<file path="config.mk">
export PLATFORM = sky130hd
export DESIGN_NAME = inst_fetch_ras
export DESIGN_NICKNAME = d
export VERILOG_FILES = /design/src/rtl/inst_fetch_ras.sv
export SDC_FILE = /design/constraint.sdc
export NUM_CORES = 1
export LEC_CHECK = 0
export ABC_AREA = 1
export CAP_MARGIN = 5
export CORE_MARGIN = 10
export CORE_UTILIZATION = 34
export CTS_BUF_LIST = sky130_fd_sc_hd__clkbuf_4
export DETAILED_ROUTE_END_ITERATION = 8
export SKIP_CTS_REPAIR_TIMING = 1
export SLEW_MARGIN = 30
export SYNTH_ARGS = -nofsm -noshare
export SYNTH_HDL_FRONTEND = slang
export SYNTH_SLANG_ARGS = --single-unit
</file>
<file path="constraint.sdc">
create_clock -name Clk -period 5 [get_ports Clk]
set_clock_uncertainty 0.1 [all_clocks]
set_input_delay 1 -clock Clk [delete_from_list [all_inputs] [get_ports Clk]]
set_output_delay 1 -clock Clk [all_outputs]
set_load 0.03 [all_outputs]
</file>
<file path="src/rtl/inst_fetch_ras.sv">
// inst_fetch_ras: fetch-stage program counter with per-program start vectors, stall and a return-address stack.
// Define IF_HALT_DETECT_EN to add the Halted output (sticky jump-to-self detection).
module inst_fetch_ras #(
    parameter int PC_W        = 10,
    parameter int RAS_DEPTH   = 4,
    parameter int NUM_PROGS   = 3,
    parameter int PSEL_W      = 2,
    parameter int PROG_STRIDE = 256
) (
    input  logic                             Clk,
    input  logic                             Reset_n,
    input  logic                             Start,
    input  logic [PSEL_W-1:0]                ProgSel,
    input  logic                             Stall,
    input  logic                             Jump,
    input  logic                             BranchAbsOrRel,
    input  logic                             Call,
    input  logic                             Ret,
    input  logic [PC_W-1:0]                  Target,
    output logic [PC_W-1:0]                  ProgCtr,
    output logic [$clog2(RAS_DEPTH+1)-1:0]   StackDepth,
    output logic                             Fault,
    output logic [1:0]                       FaultCode
`ifdef IF_HALT_DETECT_EN
    ,
    output logic                             Halted
`endif
);

    localparam int DW = $clog2(RAS_DEPTH + 1);
    localparam int IW = (RAS_DEPTH > 1) ? $clog2(RAS_DEPTH) : 1;
    localparam logic [DW-1:0] FULL = DW'(RAS_DEPTH);

    typedef enum logic [1:0] {RUN, HOLD, FAULT} state_t;

    state_t          state;
    logic [PC_W-1:0] ras [RAS_DEPTH];
    logic [PC_W-1:0] base;
    logic [PC_W-1:0] target;
    logic [PC_W-1:0] pc_inc;
    logic [IW-1:0]   push_idx;
    logic [IW-1:0]   top_idx;
    logic            active;
    logic            do_push;

    // Out-of-range program selects fall back to program 0 at address 0.
    always_comb begin
        base = '0;
        if (int'(ProgSel) < NUM_PROGS)
            base = PC_W'(int'(ProgSel) * PROG_STRIDE);
        target   = BranchAbsOrRel ? ProgCtr + Target : Target;
        pc_inc   = ProgCtr + PC_W'(1);
        push_idx = IW'(StackDepth);
        top_idx  = push_idx - IW'(1);
        active   = !Start && (state != FAULT) && !Stall;
        do_push  = active && Call && !Ret && (StackDepth != FULL);
    end

    always_ff @(posedge Clk) begin
        if (do_push)
            ras[push_idx] <= pc_inc;
    end

    // HOLD behaves exactly like RUN once Start drops, so both share the run path below.
    always_ff @(posedge Clk or negedge Reset_n) begin
        if (!Reset_n) begin
            state      <= RUN;
            ProgCtr    <= '0;
            StackDepth <= '0;
            Fault      <= 1'b0;
            FaultCode  <= 2'b00;
`ifdef IF_HALT_DETECT_EN
            Halted     <= 1'b0;
`endif
        end else if (Start) begin
            state      <= HOLD;
            ProgCtr    <= base;
            StackDepth <= '0;
            Fault      <= 1'b0;
            FaultCode  <= 2'b00;
`ifdef IF_HALT_DETECT_EN
            Halted     <= 1'b0;
`endif
        end else if (state == FAULT) begin
            state <= FAULT;
        end else if (Stall) begin
            state <= RUN;
        end else if (Call && Ret) begin
            state     <= FAULT;
            Fault     <= 1'b1;
            FaultCode <= 2'b11;
        end else if (Ret) begin
            if (StackDepth == '0) begin
                state     <= FAULT;
                Fault     <= 1'b1;
                FaultCode <= 2'b10;
            end else begin
                state      <= RUN;
                ProgCtr    <= ras[top_idx];
                StackDepth <= StackDepth - DW'(1);
            end
        end else if (Call) begin
            if (StackDepth == FULL) begin
                state     <= FAULT;
                Fault     <= 1'b1;
                FaultCode <= 2'b01;
            end else begin
                state      <= RUN;
                ProgCtr    <= target;
                StackDepth <= StackDepth + DW'(1);
            end
        end else if (Jump) begin
            state   <= RUN;
            ProgCtr <= target;
`ifdef IF_HALT_DETECT_EN
            if (target == ProgCtr)
                Halted <= 1'b1;
`endif
        end else begin
            state   <= RUN;
            ProgCtr <= pc_inc;
        end
    end

endmodule

</file>
Yosys cells after proc, flatten, opt, wreduce, memory -nomap -nowiden
Memory sizes are Yosys's and may differ from the RTL's.
Cells that the tools add are included.
{"block": "op_classes", "mux": 45, "eq_ne": 11, "reduce_logical": 16, "n_lt_le_gt_ge": 1, "add_sub_neg": 5}
{"operator": "10-bit 2-to-1 mux", "n": 11}
{"operator": "2-bit 2-to-1 mux", "n": 16}
{"operator": "3-bit 2-to-1 mux", "n": 8}
{"operator": "10-bit by 1-bit adder with 10-bit output (second input constant)", "n": 1}
{"operator": "10-bit adder", "n": 1}
{"operator": "1-bit 2-to-1 mux", "n": 10}
{"operator": "5-bit AND reduction", "n": 2}
{"operator": "3-bit != test (second input constant)", "n": 3}
{"operator": "2-bit != test (second input constant)", "n": 4}
{"operator": "4-bit nonzero test", "n": 2}
{"operator": "1-bit logical AND", "n": 6}
{"operator": "6-bit AND reduction", "n": 1}
{"operator": "4-bit by 2-bit != test with 1-bit output (second input constant)", "n": 1}
{"operator": "4-bit != test (second input constant)", "n": 1}
{"operator": "3-bit by 1-bit adder with 3-bit output (second input constant)", "n": 1}
{"operator": "3-bit equality test (second input constant)", "n": 1}
{"operator": "1-bit zero test", "n": 3}
{"operator": "3-bit zero test", "n": 1}
{"operator": "3-bit nonzero test", "n": 1}
{"operator": "3-bit by 1-bit subtractor with 3-bit output (second input constant)", "n": 1}
{"operator": "2-bit equality test (second input constant)", "n": 1}
{"operator": "2-bit < comparator (second input constant)", "n": 1}
{"operator": "2-bit by 1-bit subtractor with 2-bit output (second input constant)", "n": 1}
{"block": "word_totals", "n_memories": 1, "input_bits": 20, "wordCells": 84, "out_inout_bits": 16, "mem_bits_rw": 40, "register_bits": 18}
{"memory": "ras", "words": 4, "width": 10, "rd": 1, "rd_clocked_by_memory_dff": 0, "write_ports": 1, "line_no": "37", "rtl": "logic [PC_W-1:0] ras [RAS_DEPTH];"}

Longest topological paths before layout
{"block": "logic_depth", "ltp_word": 9, "mapped_depth": 13, "ltp_nobuf": 13}

Worst setup path before layout
No wires, ideal clock.
{"block": "synth_timing", "path_kind": "reg-to-reg", "from": "register StackDepth[0]", "to": "memory ras[1][0], enable pin", "period_less_slack_ns": 2.468, "slack_ns": 2.532, "n_path_buf": 1, "t_required_ns": 4.524, "setup_time_ns": 0.376, "arrival_time_ns": 1.991, "stages_incl_launch_ff": 7, "cell_sequence": "dfrtp_1 inv_1 clkbuf_1 ha_1 nand2_1 nand4_1 nor2_1"}
{"block": "synth_via", "elab_chain_len": 4}
{"element": "from (decl)", "line_no": "21", "rtl": "output logic [$clog2(RAS_DEPTH+1)-1:0] StackDepth,"}
{"element": "from (signal assigned)", "line_no": "100", "rtl": "StackDepth <= StackDepth - DW'(1);"}
{"element": "from (signal assigned)", "line_no": "110", "rtl": "StackDepth <= StackDepth + DW'(1);"}
{"element": "3-bit != test", "line_no": "56", "rtl": "do_push = active && Call && !Ret && (StackDepth != FULL);"}
{"element": "1-bit logical AND", "line_no": "56"}
{"element": "1-bit 2-to-1 mux", "line_no": "60", "rtl": "if (do_push)"}
{"element": "1-bit 2-to-1 mux (implied by the code)", "line_no": "61", "rtl": "ras[push_idx] <= pc_inc;"}
{"element": "to (decl)", "line_no": "37"}
Parallel ways exist; a longest one is shown, timed or not.

Worst setup path after layout
{"block": "layout_timing", "from": "input port Call", "to": "register ProgCtr[2]"}
{"block": "layout_via", "elab_chain_len": 6, "word_cells_on_any_way": 10, "cone_classes": "eq/ne: 2; mux: 6; reduce/logical: 2"}
{"element": "from (decl)", "line_no": "17", "rtl": "input logic Call,"}
{"element": "10-bit 2-to-1 mux", "line_no": "102", "rtl": "end else if (Call) begin"}
{"element": "10-bit 2-to-1 mux", "line_no": "92", "rtl": "end else if (Ret) begin"}
{"element": "10-bit 2-to-1 mux", "line_no": "88", "rtl": "end else if (Call && Ret) begin"}
{"element": "10-bit 2-to-1 mux", "line_no": "86", "rtl": "end else if (Stall) begin"}
{"element": "10-bit 2-to-1 mux", "line_no": "84", "rtl": "end else if (state == FAULT) begin"}
{"element": "10-bit 2-to-1 mux", "line_no": "75", "rtl": "end else if (Start) begin"}
{"element": "to (signal assigned)", "line_no": "77", "rtl": "ProgCtr <= base;"}
{"element": "to (signal assigned)", "line_no": "99", "rtl": "ProgCtr <= ras[top_idx];"}
{"element": "to (signal assigned)", "line_no": "109", "rtl": "ProgCtr <= target;"}
{"element": "to (decl)", "line_no": "20", "rtl": "output logic [PC_W-1:0] ProgCtr,"}
Parallel ways exist; a longest one is shown, timed or not. The select of a mux whose other input is x is not followed.
A chain may end at the register's enable or synchronous reset.

==> results.md <==
* Vias per cell at slightly below 5
* Drt drc at 0
* Cells after synthesis at around 400
* GP Congestion at roughly 0.86
* Die width at ~120 um
* Clock-pin slew on the worst setup and hold paths at approximately 0.11 ns
* Largest cells by area after synthesis: edfxtp_1, dfrtp_1, nand2_1
* Cell Area, Synth at 3440 um^2
* Setup crit end kind: flip-flop
* Hold depth at 2
* CTS root buffer: clkbuf_4
* Core footprint at between 9000 and 10,000 um^2
* Setup WS pre-CTS at 1.58 ns
* CTS sink cnt at between 50 and 60
* Synth cell types at 42
* Utilization after layout at between 40% and 50%
* Inserted Clock Buffers at 9
* Cells after DPL at roughly 570
* Setup Total Neg Slack at 0 ns
* First-pass DRT Iterations at 5
* Worst rel slew slack at 38.1%
* Actual slew at the worst max-slew pin at around 0.9 ns
* Ratio of cells with drive above 1 in the final layout at between 8 and 9%
* Worst reg2reg path depth at 5
* ANT nets after route at 0
* Max Slew Vio Count at 0
* Worst setup SP type: input pin
* Avg Inst Size Synth at ~8.5 um^2
* Nets at approximately 480
* Rows at 36
* R2R Setup Slk at roughly 2.6 ns
* Top cell type's share of synthesized area at roughly a third
* Max_cap viols at 0
* Worst setup path startpoint: Call
* Area leader, netlist: edfxtp_1
* Cell Chain, Critical Path: clkdlybuf4s50_1 -> nor2_1 -> clkinv_1 -> o21ai_0 -> o22ai_1 -> a21oi_1 -> a22oi_1
* Seq/Total Area, Yosys at between 40% and 50%
* Initial DRC count at 232
* Non-Filler Instances at 581
* Static Leak at 1.73 nW
* Initial antenna violation count at 0
* PwrDens at about 480 nW/um^2
* Die Y at around 120 um
* Largest net degree at the start of global routing at 25
* First-pass GRT wire length at about 15,000 um
* Final WL at 8920 um
* CP Data Required Time at just over 5 ns
* Yosys warns at 0
* Critical Path End: ProgCtr[2]
* Ports at 36
* Max stage delay on crit path at 0.68 ns
* TritonCTS clock tree: yes
* Ys async rst share at 31.0%
* Max Clock Freq at approximately 330 MHz
* Avg WL per Cell at between 15 and 20 um
* Ant. Diodes at 0
* Worst Path Class, Setup: in -> reg
* H-tree levels at 3
* Die footprint at 14,500 um^2
* DR vias at 2,875
* # port buffers at 35
* Fin. Hold Viols at 0
* Seq cells post-synth at 58
* Maximum vdd drop at between 0.0002 and 0.00025 V
* Min-delay worst type: reg -> reg
* Critical Path Fanout Max at 11
* Net Count, Synth at 440
* # setup viols final at 0
* Final WS setup at 1.99 ns
* Status: completed
* Initial Utilization at about a third
* FF-to-FF End: ras[3][6]
* Skew-Pair Late Insertion Delay at just under 0.4 ns
* CP max stage cell: nor2_1
* Total gr overflow at 0
* Ys flop type: edfxtp_1
* Post-synth EDFFs at 40
* Reg-to-Reg Start: StackDepth[1]
* Vias in the first global route at ~2,800
* Clock tree buffer depth at 2
* Area growth from synthesis to layout at 17.5%
* Tmin final at between 3 and 4 ns
* Fin crit share at between 60% and 70%
* Worst EP arrival at 3.18 ns
* Total GRT Usage at 12.7%
* RSZ-0062 raised after global routing: false
* DPL Wire Length at between 6000 and 7000 um
cell usage after synthesis (2+ instances only):
cell,n
xor2_1,4
xnor2_1,2
a22oi_1,2
clkbuf_1,5
o211ai_1,3
nor2_1,29
fa_1,2
nand3b_1,2
inv_1,49
nand3_1,32
a31oi_1,5
nand2_1,106
nand2_4,2
ha_1,14
nand4_1,7
nand2_2,3
a21boi_1,4
o22ai_1,4
dfrtp_1,18
inv_2,2
or2_2,2
o21a_1,2
a32o_1,2
o21ai_1,2
buf_2,2
nor3_1,5
edfxtp_1,40
o21ai_0,18
a21oi_1,23
per-layer routing:
layer  wire length [um]  part of all wire, %  GRT usage, %  up-vias
met2               4240                   48          20.1       80
li1                   -                    -             -     1437
met3                561                  6.3          3.54        6
met5                  0                    0             0        -
met4                 80                 0.90          4.37        0
met1               4030                   45          16.1     1352
power by group:
group / leakage (nW) / internal (mW) / switching, mW / total, mW
sequential: 0.583 / 0.615 / 0.0766 / 0.692
combinational: 1.09 / 0.341 / 0.615 / 0.955
clock: 0.0558 / 0.100 / 0.189 / 0.289
area by class of cell:
class / instances / area, um^2
clock buffers: 9 / 67.6
clock inverters: 7 / 45.0
fillers: 1028 / 5780
inverters: 54 / 206
multi-input cells: 283 / 1540
flip-flops and latches: 58 / 1650
well taps: 133 / 166
repair buffers: 37 / 360
worst max-delay path, delay by kind of cell:
family	cells	cell delay, ns
compound gates	4	0.51
buf+inv	2	0.99
simple gates	1	0.68
flip-flops by register name (all words and copies together), names as in the netlist:
signal      flops
state           2
ProgCtr        10
StackDepth      3
FaultCode       2
ras            40
Fault           1
stage by stage:
| stage | hold WS, ns | power, mW | instance area, um^2 |
|---|---|---|---|
| floorplan | 0.385 | 1.34 | 3440 |
| detailed placement | 0.396 | 1.66 | 3930 |
| CTS | 0.422 | 1.96 | 4040 |
| global placement | 0.406 | 1.66 | 3930 |
| finish | 0.416 | 1.94 | 4040 |
| global route | 0.427 | 2.11 | 4040 |
cell usage in the layout (no fill, tap or decap), types with 5 or more instances in the layout:
cell	synthesis	routed
dfrtp_1	18	18
inv_1	49	49
edfxtp_1	40	40
clkdlybuf4s50_1	0	34
a21oi_1	23	23
nand4_1	7	7
nand2_1	106	106
clkbuf_4	0	9
nand3_1	32	32
ha_1	14	14
nor2_1	29	27
nor3_1	5	5
o21ai_0	18	18
a31oi_1	5	5
worst min path at each step:
stage,endpoint,slack (ns),from
finish,Fault,0.42,Fault
global route,state[1],0.43,Reset_n
CTS,FaultCode[0],0.42,FaultCode[0]
detailed placement,FaultCode[0],0.40,FaultCode[0]
global placement,FaultCode[0],0.41,FaultCode[0]
floorplan,state[1],0.38,state[0]
cells by family after synthesis:
logic type                 after synthesis  synth area share (%)
and+or+nand+nor                        192                  25.0
adders and majority gates               16                  6.26
buffers and inverters                   63                  7.28
AOI/OAI and AO/OA                       69                  12.0
xor gates and xnor gates                 6                  1.53
DFF                                     58                  48.0
(Power assumes the default switching activity.)
